**src/rtl/vga_pkg.sv**
```systemverilog
// Shared VGA 800x600@72 timing constants, colour type and layer priority helper.
// Sprite blocks take SCREEN_W/SCREEN_H from here.
package vga_pkg;
    localparam int H_VIS   = 800;
    localparam int H_FP    = 56;
    localparam int H_SYNC  = 120;
    localparam int H_BP    = 64;
    localparam int V_VIS   = 600;
    localparam int V_FP    = 37;
    localparam int V_SYNC  = 6;
    localparam int V_BP    = 23;
    localparam int H_TOTAL = H_VIS + H_FP + H_SYNC + H_BP;
    localparam int V_TOTAL = V_VIS + V_FP + V_SYNC + V_BP;

    localparam int SCREEN_W = H_VIS;
    localparam int SCREEN_H = V_VIS;

    localparam int H_SYNC_START = H_VIS + H_FP;
    localparam int H_SYNC_END   = H_SYNC_START + H_SYNC;
    localparam int V_SYNC_START = V_VIS + V_FP;
    localparam int V_SYNC_END   = V_SYNC_START + V_SYNC;

    localparam logic SYNC_POL    = 1'b1;
    localparam int   ROM_LAT     = 1;
    localparam int   ANIM_FRAMES = 8;
    localparam int   N_LAYERS    = 4;

    typedef logic [11:0] rgb_t;
    typedef logic [9:0]  scan_t;

    // Lowest-index hit wins; background when no layer is opaque.
    function automatic rgb_t pick_layer(input logic [N_LAYERS-1:0]    hit,
                                        input logic [N_LAYERS*12-1:0] rgb,
                                        input rgb_t                   bg);
        rgb_t c;
        c = bg;
        for (int i = N_LAYERS - 1; i >= 0; i--) begin
            if (hit[i]) c = rgb[12*i +: 12];
        end
        return c;
    endfunction
endpackage

```
**src/rtl/vga_compositor_if.sv**
```systemverilog
// Scan position out to sprite blocks, their hit/colour answers back, and the VGA pins.
interface vga_compositor_if;
    import vga_pkg::*;

    scan_t                    col;
    scan_t                    row;
    logic [N_LAYERS-1:0]      layer_hit;
    logic [N_LAYERS*12-1:0]   layer_rgb;
    rgb_t                     bg_rgb;
    logic [3:0]               vga_r;
    logic [3:0]               vga_g;
    logic [3:0]               vga_b;
    logic                     vga_hs;
    logic                     vga_vs;
    logic                     frame_tick;
    logic                     anim_tick;

    modport master (
        output col, row, vga_r, vga_g, vga_b, vga_hs, vga_vs, frame_tick, anim_tick,
        input  layer_hit, layer_rgb, bg_rgb
    );

    modport slave (
        input  col, row, vga_r, vga_g, vga_b, vga_hs, vga_vs, frame_tick, anim_tick,
        output layer_hit, layer_rgb, bg_rgb
    );
endinterface

```
**src/rtl/sync_delay.sv**
```systemverilog
// N-stage shift register with an asynchronous reset value; aligns raw
// position flags with the sprite ROM latency.
module sync_delay #(
    parameter int             N       = 1,
    parameter int             W       = 1,
    parameter logic [W-1:0]   RST_VAL = '0
) (
    input  logic         clk,
    input  logic         rst,
    input  logic [W-1:0] i_d,
    output logic [W-1:0] o_q
);
    logic [W-1:0] r_stage [N];

    always_ff @(posedge clk or posedge rst) begin
        if (rst) begin
            for (int i = 0; i < N; i++) r_stage[i] <= RST_VAL;
        end else begin
            r_stage[0] <= i_d;
            for (int i = 1; i < N; i++) r_stage[i] <= r_stage[i-1];
        end
    end

    assign o_q = r_stage[N-1];
endmodule

```
**src/rtl/vga_compositor.sv**
```systemverilog
// VGA scan generator and 4-layer priority compositor with frame/animation ticks.
// Pins lag col/row by ROM_LAT+1 clocks; the ticks are not delayed.
module vga_compositor #(
    parameter int   H_VIS       = vga_pkg::H_VIS,
    parameter int   H_FP        = vga_pkg::H_FP,
    parameter int   H_SYNC      = vga_pkg::H_SYNC,
    parameter int   H_BP        = vga_pkg::H_BP,
    parameter int   V_VIS       = vga_pkg::V_VIS,
    parameter int   V_FP        = vga_pkg::V_FP,
    parameter int   V_SYNC      = vga_pkg::V_SYNC,
    parameter int   V_BP        = vga_pkg::V_BP,
    parameter logic SYNC_POL    = vga_pkg::SYNC_POL,
    parameter int   ROM_LAT     = vga_pkg::ROM_LAT,
    parameter int   ANIM_FRAMES = vga_pkg::ANIM_FRAMES
) (
    input  logic             clk,
    input  logic             rst,
    vga_compositor_if.master bus
);
    import vga_pkg::*;

    localparam int    H_TOT     = H_VIS + H_FP + H_SYNC + H_BP;
    localparam int    V_TOT     = V_VIS + V_FP + V_SYNC + V_BP;
    localparam scan_t H_LAST    = scan_t'(H_TOT - 1);
    localparam scan_t V_LAST    = scan_t'(V_TOT - 1);
    localparam scan_t H_VIS_C   = scan_t'(H_VIS);
    localparam scan_t V_VIS_C   = scan_t'(V_VIS);
    localparam scan_t V_VIS_END = scan_t'(V_VIS - 1);
    localparam scan_t HS_START  = scan_t'(H_VIS + H_FP);
    localparam scan_t HS_END    = scan_t'(H_VIS + H_FP + H_SYNC);
    localparam scan_t VS_START  = scan_t'(V_VIS + V_FP);
    localparam scan_t VS_END    = scan_t'(V_VIS + V_FP + V_SYNC);
    localparam int    FC_W      = (ANIM_FRAMES > 1) ? $clog2(ANIM_FRAMES) : 1;
    localparam logic [FC_W-1:0] FC_LAST = FC_W'(ANIM_FRAMES - 1);

    scan_t           r_col;
    scan_t           r_row;
    rgb_t            r_rgb;
    logic            r_hs;
    logic            r_vs;
    logic            r_frame_tick;
    logic            r_anim_tick;
    logic [FC_W-1:0] r_frame_cnt;

    logic            w_col_wrap;
    logic            w_frame_edge;
    logic [2:0]      w_raw;
    logic [2:0]      w_raw_d;

    assign w_col_wrap   = (r_col == H_LAST);
    assign w_frame_edge = w_col_wrap && (r_row == V_VIS_END);

    // {vis, hs_raw, vs_raw}, all active-high; polarity is applied at the pins.
    assign w_raw[2] = (r_col < H_VIS_C) && (r_row < V_VIS_C);
    assign w_raw[1] = (r_col >= HS_START) && (r_col < HS_END);
    assign w_raw[0] = (r_row >= VS_START) && (r_row < VS_END);

    always_ff @(posedge clk or posedge rst) begin
        if (rst) begin
            r_col <= '0;
            r_row <= '0;
        end else begin
            r_col <= w_col_wrap ? '0 : r_col + 1'b1;
            if (w_col_wrap) r_row <= (r_row == V_LAST) ? '0 : r_row + 1'b1;
        end
    end

    sync_delay #(
        .N       (ROM_LAT),
        .W       (3),
        .RST_VAL (3'b000)
    ) u_align (
        .clk (clk),
        .rst (rst),
        .i_d (w_raw),
        .o_q (w_raw_d)
    );

    // Blanking gates the layers here, so off-screen hits never reach the pins.
    always_ff @(posedge clk or posedge rst) begin
        if (rst) begin
            r_rgb <= '0;
            r_hs  <= ~SYNC_POL;
            r_vs  <= ~SYNC_POL;
        end else begin
            r_rgb <= w_raw_d[2] ? pick_layer(bus.layer_hit, bus.layer_rgb, bus.bg_rgb) : '0;
            r_hs  <= w_raw_d[1] ? SYNC_POL : ~SYNC_POL;
            r_vs  <= w_raw_d[0] ? SYNC_POL : ~SYNC_POL;
        end
    end

    always_ff @(posedge clk or posedge rst) begin
        if (rst) begin
            r_frame_tick <= 1'b0;
            r_anim_tick  <= 1'b0;
            r_frame_cnt  <= '0;
        end else begin
            r_frame_tick <= w_frame_edge;
            r_anim_tick  <= 1'b0;
            if (w_frame_edge) begin
                if (r_frame_cnt == FC_LAST) begin
                    r_frame_cnt <= '0;
                    r_anim_tick <= 1'b1;
                end else begin
                    r_frame_cnt <= r_frame_cnt + 1'b1;
                end
            end
        end
    end

    assign bus.col        = r_col;
    assign bus.row        = r_row;
    assign bus.vga_r      = r_rgb[11:8];
    assign bus.vga_g      = r_rgb[7:4];
    assign bus.vga_b      = r_rgb[3:0];
    assign bus.vga_hs     = r_hs;
    assign bus.vga_vs     = r_vs;
    assign bus.frame_tick = r_frame_tick;
    assign bus.anim_tick  = r_anim_tick;
endmodule

```
**src/flat_wrapper.sv**
```systemverilog
// flat-port wrapper written by rule: the top's interface ports become plain ports
module vga_compositor_flat import vga_pkg::*;
#(
    parameter int   H_VIS       = vga_pkg::H_VIS,
    parameter int   H_FP        = vga_pkg::H_FP,
    parameter int   H_SYNC      = vga_pkg::H_SYNC,
    parameter int   H_BP        = vga_pkg::H_BP,
    parameter int   V_VIS       = vga_pkg::V_VIS,
    parameter int   V_FP        = vga_pkg::V_FP,
    parameter int   V_SYNC      = vga_pkg::V_SYNC,
    parameter int   V_BP        = vga_pkg::V_BP,
    parameter logic SYNC_POL    = vga_pkg::SYNC_POL,
    parameter int   ROM_LAT     = vga_pkg::ROM_LAT,
    parameter int   ANIM_FRAMES = vga_pkg::ANIM_FRAMES
)
  (clk, rst, bus_col, bus_row, bus_vga_r, bus_vga_g, bus_vga_b, bus_vga_hs, bus_vga_vs, bus_frame_tick, bus_anim_tick, bus_layer_hit, bus_layer_rgb, bus_bg_rgb);
  vga_compositor_if bus_i ();
  input  logic clk;
  input  logic rst;
  output wire logic [$bits(bus_i.col)-1:0] bus_col;
  output wire logic [$bits(bus_i.row)-1:0] bus_row;
  output wire logic [$bits(bus_i.vga_r)-1:0] bus_vga_r;
  output wire logic [$bits(bus_i.vga_g)-1:0] bus_vga_g;
  output wire logic [$bits(bus_i.vga_b)-1:0] bus_vga_b;
  output wire logic [$bits(bus_i.vga_hs)-1:0] bus_vga_hs;
  output wire logic [$bits(bus_i.vga_vs)-1:0] bus_vga_vs;
  output wire logic [$bits(bus_i.frame_tick)-1:0] bus_frame_tick;
  output wire logic [$bits(bus_i.anim_tick)-1:0] bus_anim_tick;
  input wire logic [$bits(bus_i.layer_hit)-1:0] bus_layer_hit;
  input wire logic [$bits(bus_i.layer_rgb)-1:0] bus_layer_rgb;
  input wire logic [$bits(bus_i.bg_rgb)-1:0] bus_bg_rgb;
  assign bus_col = bus_i.col;
  assign bus_row = bus_i.row;
  assign bus_vga_r = bus_i.vga_r;
  assign bus_vga_g = bus_i.vga_g;
  assign bus_vga_b = bus_i.vga_b;
  assign bus_vga_hs = bus_i.vga_hs;
  assign bus_vga_vs = bus_i.vga_vs;
  assign bus_frame_tick = bus_i.frame_tick;
  assign bus_anim_tick = bus_i.anim_tick;
  assign bus_i.layer_hit = bus_layer_hit;
  assign bus_i.layer_rgb = bus_layer_rgb;
  assign bus_i.bg_rgb = bus_bg_rgb;
  vga_compositor #(.H_VIS(H_VIS), .H_FP(H_FP), .H_SYNC(H_SYNC), .H_BP(H_BP), .V_VIS(V_VIS), .V_FP(V_FP), .V_SYNC(V_SYNC), .V_BP(V_BP), .SYNC_POL(SYNC_POL), .ROM_LAT(ROM_LAT), .ANIM_FRAMES(ANIM_FRAMES)) u_core (.clk(clk), .rst(rst), .bus(bus_i));
endmodule
```
**config.mk**
```make
export PLATFORM = sky130hd
export DESIGN_NAME = vga_compositor_flat
export DESIGN_NICKNAME = d
export VERILOG_FILES = /design/src/rtl/vga_pkg.sv /design/src/rtl/vga_compositor_if.sv /design/src/rtl/sync_delay.sv /design/src/rtl/vga_compositor.sv /design/src/flat_wrapper.sv
export SDC_FILE = /design/constraint.sdc
export NUM_CORES = 1
export LEC_CHECK = 0
export CORE_MARGIN = 2
export CORE_UTILIZATION = 55
export DETAILED_ROUTE_END_ITERATION = 10
export DONT_BUFFER_PORTS = 1
export PLACE_DENSITY = 0.77
export SLEW_MARGIN = 20
export SYNTH_ARGS = -nofsm -noshare
export SYNTH_HDL_FRONTEND = slang
export SYNTH_SLANG_ARGS = --single-unit
```
**constraint.sdc**
```tcl
create_clock -name clk -period 2.7 [get_ports clk]
set_clock_uncertainty 0.1 [all_clocks]
set_input_delay 0.27 -clock clk [delete_from_list [all_inputs] [get_ports clk]]
set_output_delay 0.27 -clock clk [all_outputs]
set_load 0.03 [all_outputs]
```
Word-level counts from Yosys, hierarchy flattened
Cells that the tools add are included. W data, S select, Z words.

Register bits: 42. Latch bits: 0. Memory bits (writable): 0. Memory bits (read-only): 0. Input port bits: 66. Output and inout bits: 36. Word-level logic and storage cells: 38. Memories kept: 0.

Add/subtract/negate cells: 3. Multiply operators: 0. Divide/modulo/power cells: 0. Order comparisons: 6. Equality and inequality tests: 4. Shift operators: 0. Multiplexer cells: 12. Bitwise operators: 0. Reductions and logical operators: 4.

Operators with widths (number): $mux W12 (5); $lt A10 B10 Y1 const B (4); $add A10 B1 Y10 const B (2); $eq A10 B10 Y1 const B (2); $ge A10 B10 Y1 const B (2); $mux W10 (2); $eq A10 B4 Y1 const B (1); $logic_and A1 B1 Y1 (4); $mux W1 (4); $add A3 B1 Y3 const B (1); $eq A3 B3 Y1 const B (1); $mux W3 (1).

Longest topological paths before layout
Word-level depth: 5. Mapped depth: 7. Mapped depth without buffers: 6.

Cells and area by module
From an unflattened synthesis, not the netlist that was laid out.

Cells, all modules: 233. Area total of the unflattened synthesis: 2302.2 um^2.

Modules (own cells, without submodules): vga_compositor (times used 1, cells an instance 229, area an instance 2223.4 um^2, seq. area each 975.9 um^2); sync_delay (times used 1, cells an instance 4, area an instance 78.8 um^2, seq. area each 75.1 um^2).

Worst setup path after synthesis
No wires, ideal clock.

Kind: register to register. Start point: register u_core.r_col[0], in the netlist u_core.bus.col[0]. End point: register u_core.r_frame_cnt[0]. Setup time: 125 ps. Arrival: 1882 ps. Required time: 2475 ps. Path slack: 593 ps. Cell stages (with the launch flop): 8. Path buffers: 2. Clock period less this slack: 2107 ps. Cell sequence: dfrtp_1 > ha_1 > and3_4 > and3_1 > buf_6 > and3_4 > buf_6 > mux2_4.

Word-level cells in the longest chain between the ends: 2.

Ends and longest elaborated chain: from (decl) (RTL line vga_compositor.sv:36) `scan_t r_col;`; from (signal assigned) (RTL line vga_compositor.sv:63) `r_col <= w_col_wrap ? '0 : r_col + 1'b1;`; $eq A10 B4 Y1 (RTL line vga_compositor.sv:50) `assign w_col_wrap = (r_col == H_LAST);`; $logic_and A1 B1 Y1 (RTL line vga_compositor.sv:51) `assign w_frame_edge = w_col_wrap && (r_row == V_VIS_END);`; net u_core.w_frame_edge (RTL line vga_compositor.sv:46) `logic w_frame_edge;`; to (signal assigned) (RTL line vga_compositor.sv:105) `r_frame_cnt <= r_frame_cnt + 1'b1;`; to (decl) (RTL line vga_compositor.sv:43) `logic [FC_W-1:0] r_frame_cnt;`.

The timed path passes the listed nets, and every way through them passes these cells. A chain may end at the register's enable or synchronous reset.

Final worst setup path
Start point: register u_core.r_row[0], in the netlist u_core.bus.row[0]. End point: register u_core.r_frame_cnt[2].

Word-level cells in the longest chain between the ends: 2.

Ends and longest elaborated chain: from (decl) (RTL line vga_compositor.sv:37) `scan_t r_row;`; from (signal assigned) (RTL line vga_compositor.sv:64) `if (w_col_wrap) r_row <= (r_row == V_LAST) ? '0 : r_row + 1'b1;`; $eq A10 B10 Y1 (RTL line vga_compositor.sv:51); $logic_and A1 B1 Y1 (RTL line vga_compositor.sv:51).

No other way between the ends.

==> metrics.md <==
| Metric | Value |
|---|---|
| Synth area leader | dfrtp_1 |
| Endpoint class of the critical path | register |
| Final count of hold timing violations | 0 |
| Min-Delay Path Class | input pin to register |
| Critical-path maximum fanout | 6 |
| WS Path Type | register to register |
| Die height | 68.3 µm |
| Synth-to-Final Area Change | 5.94% |
| CTS Buf Count | 5 |
| Rows | 23 |
| Synth Warn # | 0 |
| TritonRoute pass-1 iters | 4 |
| GPL Wtd Cong | 0.813 |
| Placed cell count | 270 |
| CTS Hold Bufs | 1 |
| Routed vias | 1707 |
| Vias in the first global route | 1691 |
| Routed Wire Length | 4790 µm |
| Initial Util | 56.9% |
| RSZ-0062 raised after global routing | false |
| Clk sinks | 42 |
| Synth cell types | 39 |
| Worst hold slack | 0.0831 ns |
| Antenna Cells | 0 |
| Worst-case clock buffer depth | 2 |
| Clk_lat worst skew | 0.29 ns |
| Root Buffer | clkbuf_8 |
| Startpoint Class | register |
| Final net count | 300 |
| Share of flip-flops with an asynchronous set or reset | 100% |
| Post-DP HPWL | 3650 µm |
| Rel. slew slack | 63.8% |
| Num ports | 102 |
| Status | finished, final reports clean |
| Final Util | 60.3% |
| FF+latch count, synth | 42 |
| CP arrival | 2.19 ns |
| CTS tree | done |
| Final period utilization | 77.9% |
| Yosys top cell area share | 46.2% |
| Antenna violations before repair | 0 |
| WL/cell | 17.2 µm |
| Achievable Freq | 475 MHz |
| Post-cts sizing count | 0 |
| Non-filler instance count after layout | 279 |
| Worst-path clk slew | 0.08 ns |
| Syn Inst Count | 227 |
| First-pass GRT wire length | 7670 µm |
| Global route overflow | 0 |
| Seq/Total Area, Yosys | 46.2% |
| Power per cell area | 483 nW/µm² |
| Share of layout cells above drive strength 1 | 10.0% |
| H-tree depth | 2 |
| Postcts setup bufs | 0 |
| P_leak | 1.15 nW |
| Synth Net Count | 299 |
| Port buffer count | 0 |
| Drt initial violations | 109 |
| Setup TNS | 0 ns |
| Syn Std Cell Area | 2280 µm² |
| Post-layout min period | 2.10 ns |
| EDFF count, synth | 0 |
| Core box area | 4000 µm² |
| Max Slew Vio Count | 0 |
| Post-route DRC | 0 |
| Overall routing resource usage | 22.0% |
| Chip width | 68.3 µm |
| Vias/cell | 6.12 |
| Max cap viols | 0 |
| WP data required | 2.78 ns |
| Measured slew at the worst slew-check pin | 0.543 ns |
| Power Total | 1.17 mW |
| Worst VDD drop | 0.000356 V |
| Remaining antenna violation count | 0 |
| Endpoints failing setup | 0 |
| # fillers | 345 |
| Die ar. | 4670 µm² |
| Synth area leaders | dfrtp_1, mux2i_1, o21ai_0 |
| Top FF cell, synth | dfrtp_1 |
| Mean Syn Cell Area | 10.0 µm² |
| Largest net degree at the start of global routing | 32 |
## through the flow
step	instance area (µm²)	setup WS (ns)
after global routing	2410	0.502
after CTS	2410	0.600
after floorplan	2280	0.593
after detailed placement	2310	0.609
final	2410	0.597
after global placement	2310	0.666
## worst max-delay path: stages, from the launching register on
cell and delay [ns]:
dfrtp_1 0.59, ha_1 0.30, nand2_1 0.09, nor4b_1 0.34, and3_4 0.28, mux2_4 0.30
## cell usage after synthesis, types with 2 or more instances
master and number:
o21ai_0 33, buf_6 2, xnor2_1 7, xor2_1 4
clkbuf_1 6, and3_1 3, buf_2 2, nor4_1 2
nand2_1 19, inv_1 8, and3_4 2, a21oi_1 17
dfrtp_1 42, nor2_1 7, nand4_1 3, and4bb_2 2
and2_1 3, mux2_4 3, mux2i_1 24, nand3_1 14
ha_1 6
## where the power goes
part	total, mW	internal (mW)	switching (mW)
Clock	0.408	0.206	0.202
Combinational	0.0693	0.0327	0.0366
Sequential	0.688	0.645	0.0426
Total	1.17	0.884	0.281
## layout make-up
cell class	count	area, µm²	share of cell area (%)
clock inverter	1	5.00	0.208
inverter	8	30.0	1.25
sequential	42	1050	43.6
timing repair buffer	5	40.0	1.66
multi-input combinational	166	1140	47.1
clock buffer	7	86.3	3.58
tap	50	62.6	2.59
## cells by family after synthesis
| kind of cell | after synthesis | share of synthesized area (%) |
|---|---|---|
| muxes | 27 | 12.5 |
| AOI/OAI and AO/OA | 54 | 12.2 |
| and+or+nand+nor | 68 | 17.6 |
| DFF | 42 | 46.2 |
| buffers and inverters | 19 | 3.90 |
| xor gates and xnor gates | 11 | 4.23 |
| adders and majority gates | 6 | 3.30 |
## layer usage
metal  GRT usage, %  routed length [µm]  vias to the layer above
met5              0                   0                        -
met2           38.0                2420                       52
met4           5.25                  34                        0
met3           6.58                 289                        5
li1               -                   -                      812
met1           26.9                2040                      838
## registers in the layout, indices dropped and copies added, names as in the netlist
register,flops
u_core.bus.anim_tick,1
u_core.bus.col,10
u_core.bus.frame_tick,1
u_core.bus.row,10
u_core.bus.vga_hs,1
u_core.bus.vga_vs,1
u_core.r_frame_cnt,3
u_core.r_rgb,12
u_core.u_align.o_q,3
## placed cells by master, fill, tap and decap left out, drive strengths merged, types with 2 or more instances in the layout
cell and count:
inv 8, dfrtp 42, nand3 14, xnor2 7, a21oi 17, buf 4, mux2i 24, and4bb 2
nand4 3, ha 6, nand2 19, and2 4, clkbuf 7, and3 6, nor2 7, xor2 4
o21ai 34, nor4 2, nor3 3, mux2 3
## path summary, 6_finish.rpt
check,startpoint,end,slack [ns],cells after the start
max reg2reg,u_core.bus.row[0],u_core.r_frame_cnt[2],0.60,5
min reg2reg,u_core.u_align.o_q[1],u_core.bus.vga_hs,0.25,0
max,u_core.bus.row[0],u_core.r_frame_cnt[2],0.60,5
min in group asynchronous,rst,u_core.r_rgb[3],0.33,2
max in group asynchronous,rst,u_core.bus.col[8],1.41,3
min,bus_layer_rgb[6],u_core.r_rgb[6],0.08,2
Note: power is estimated with default switching activity, not from simulation.
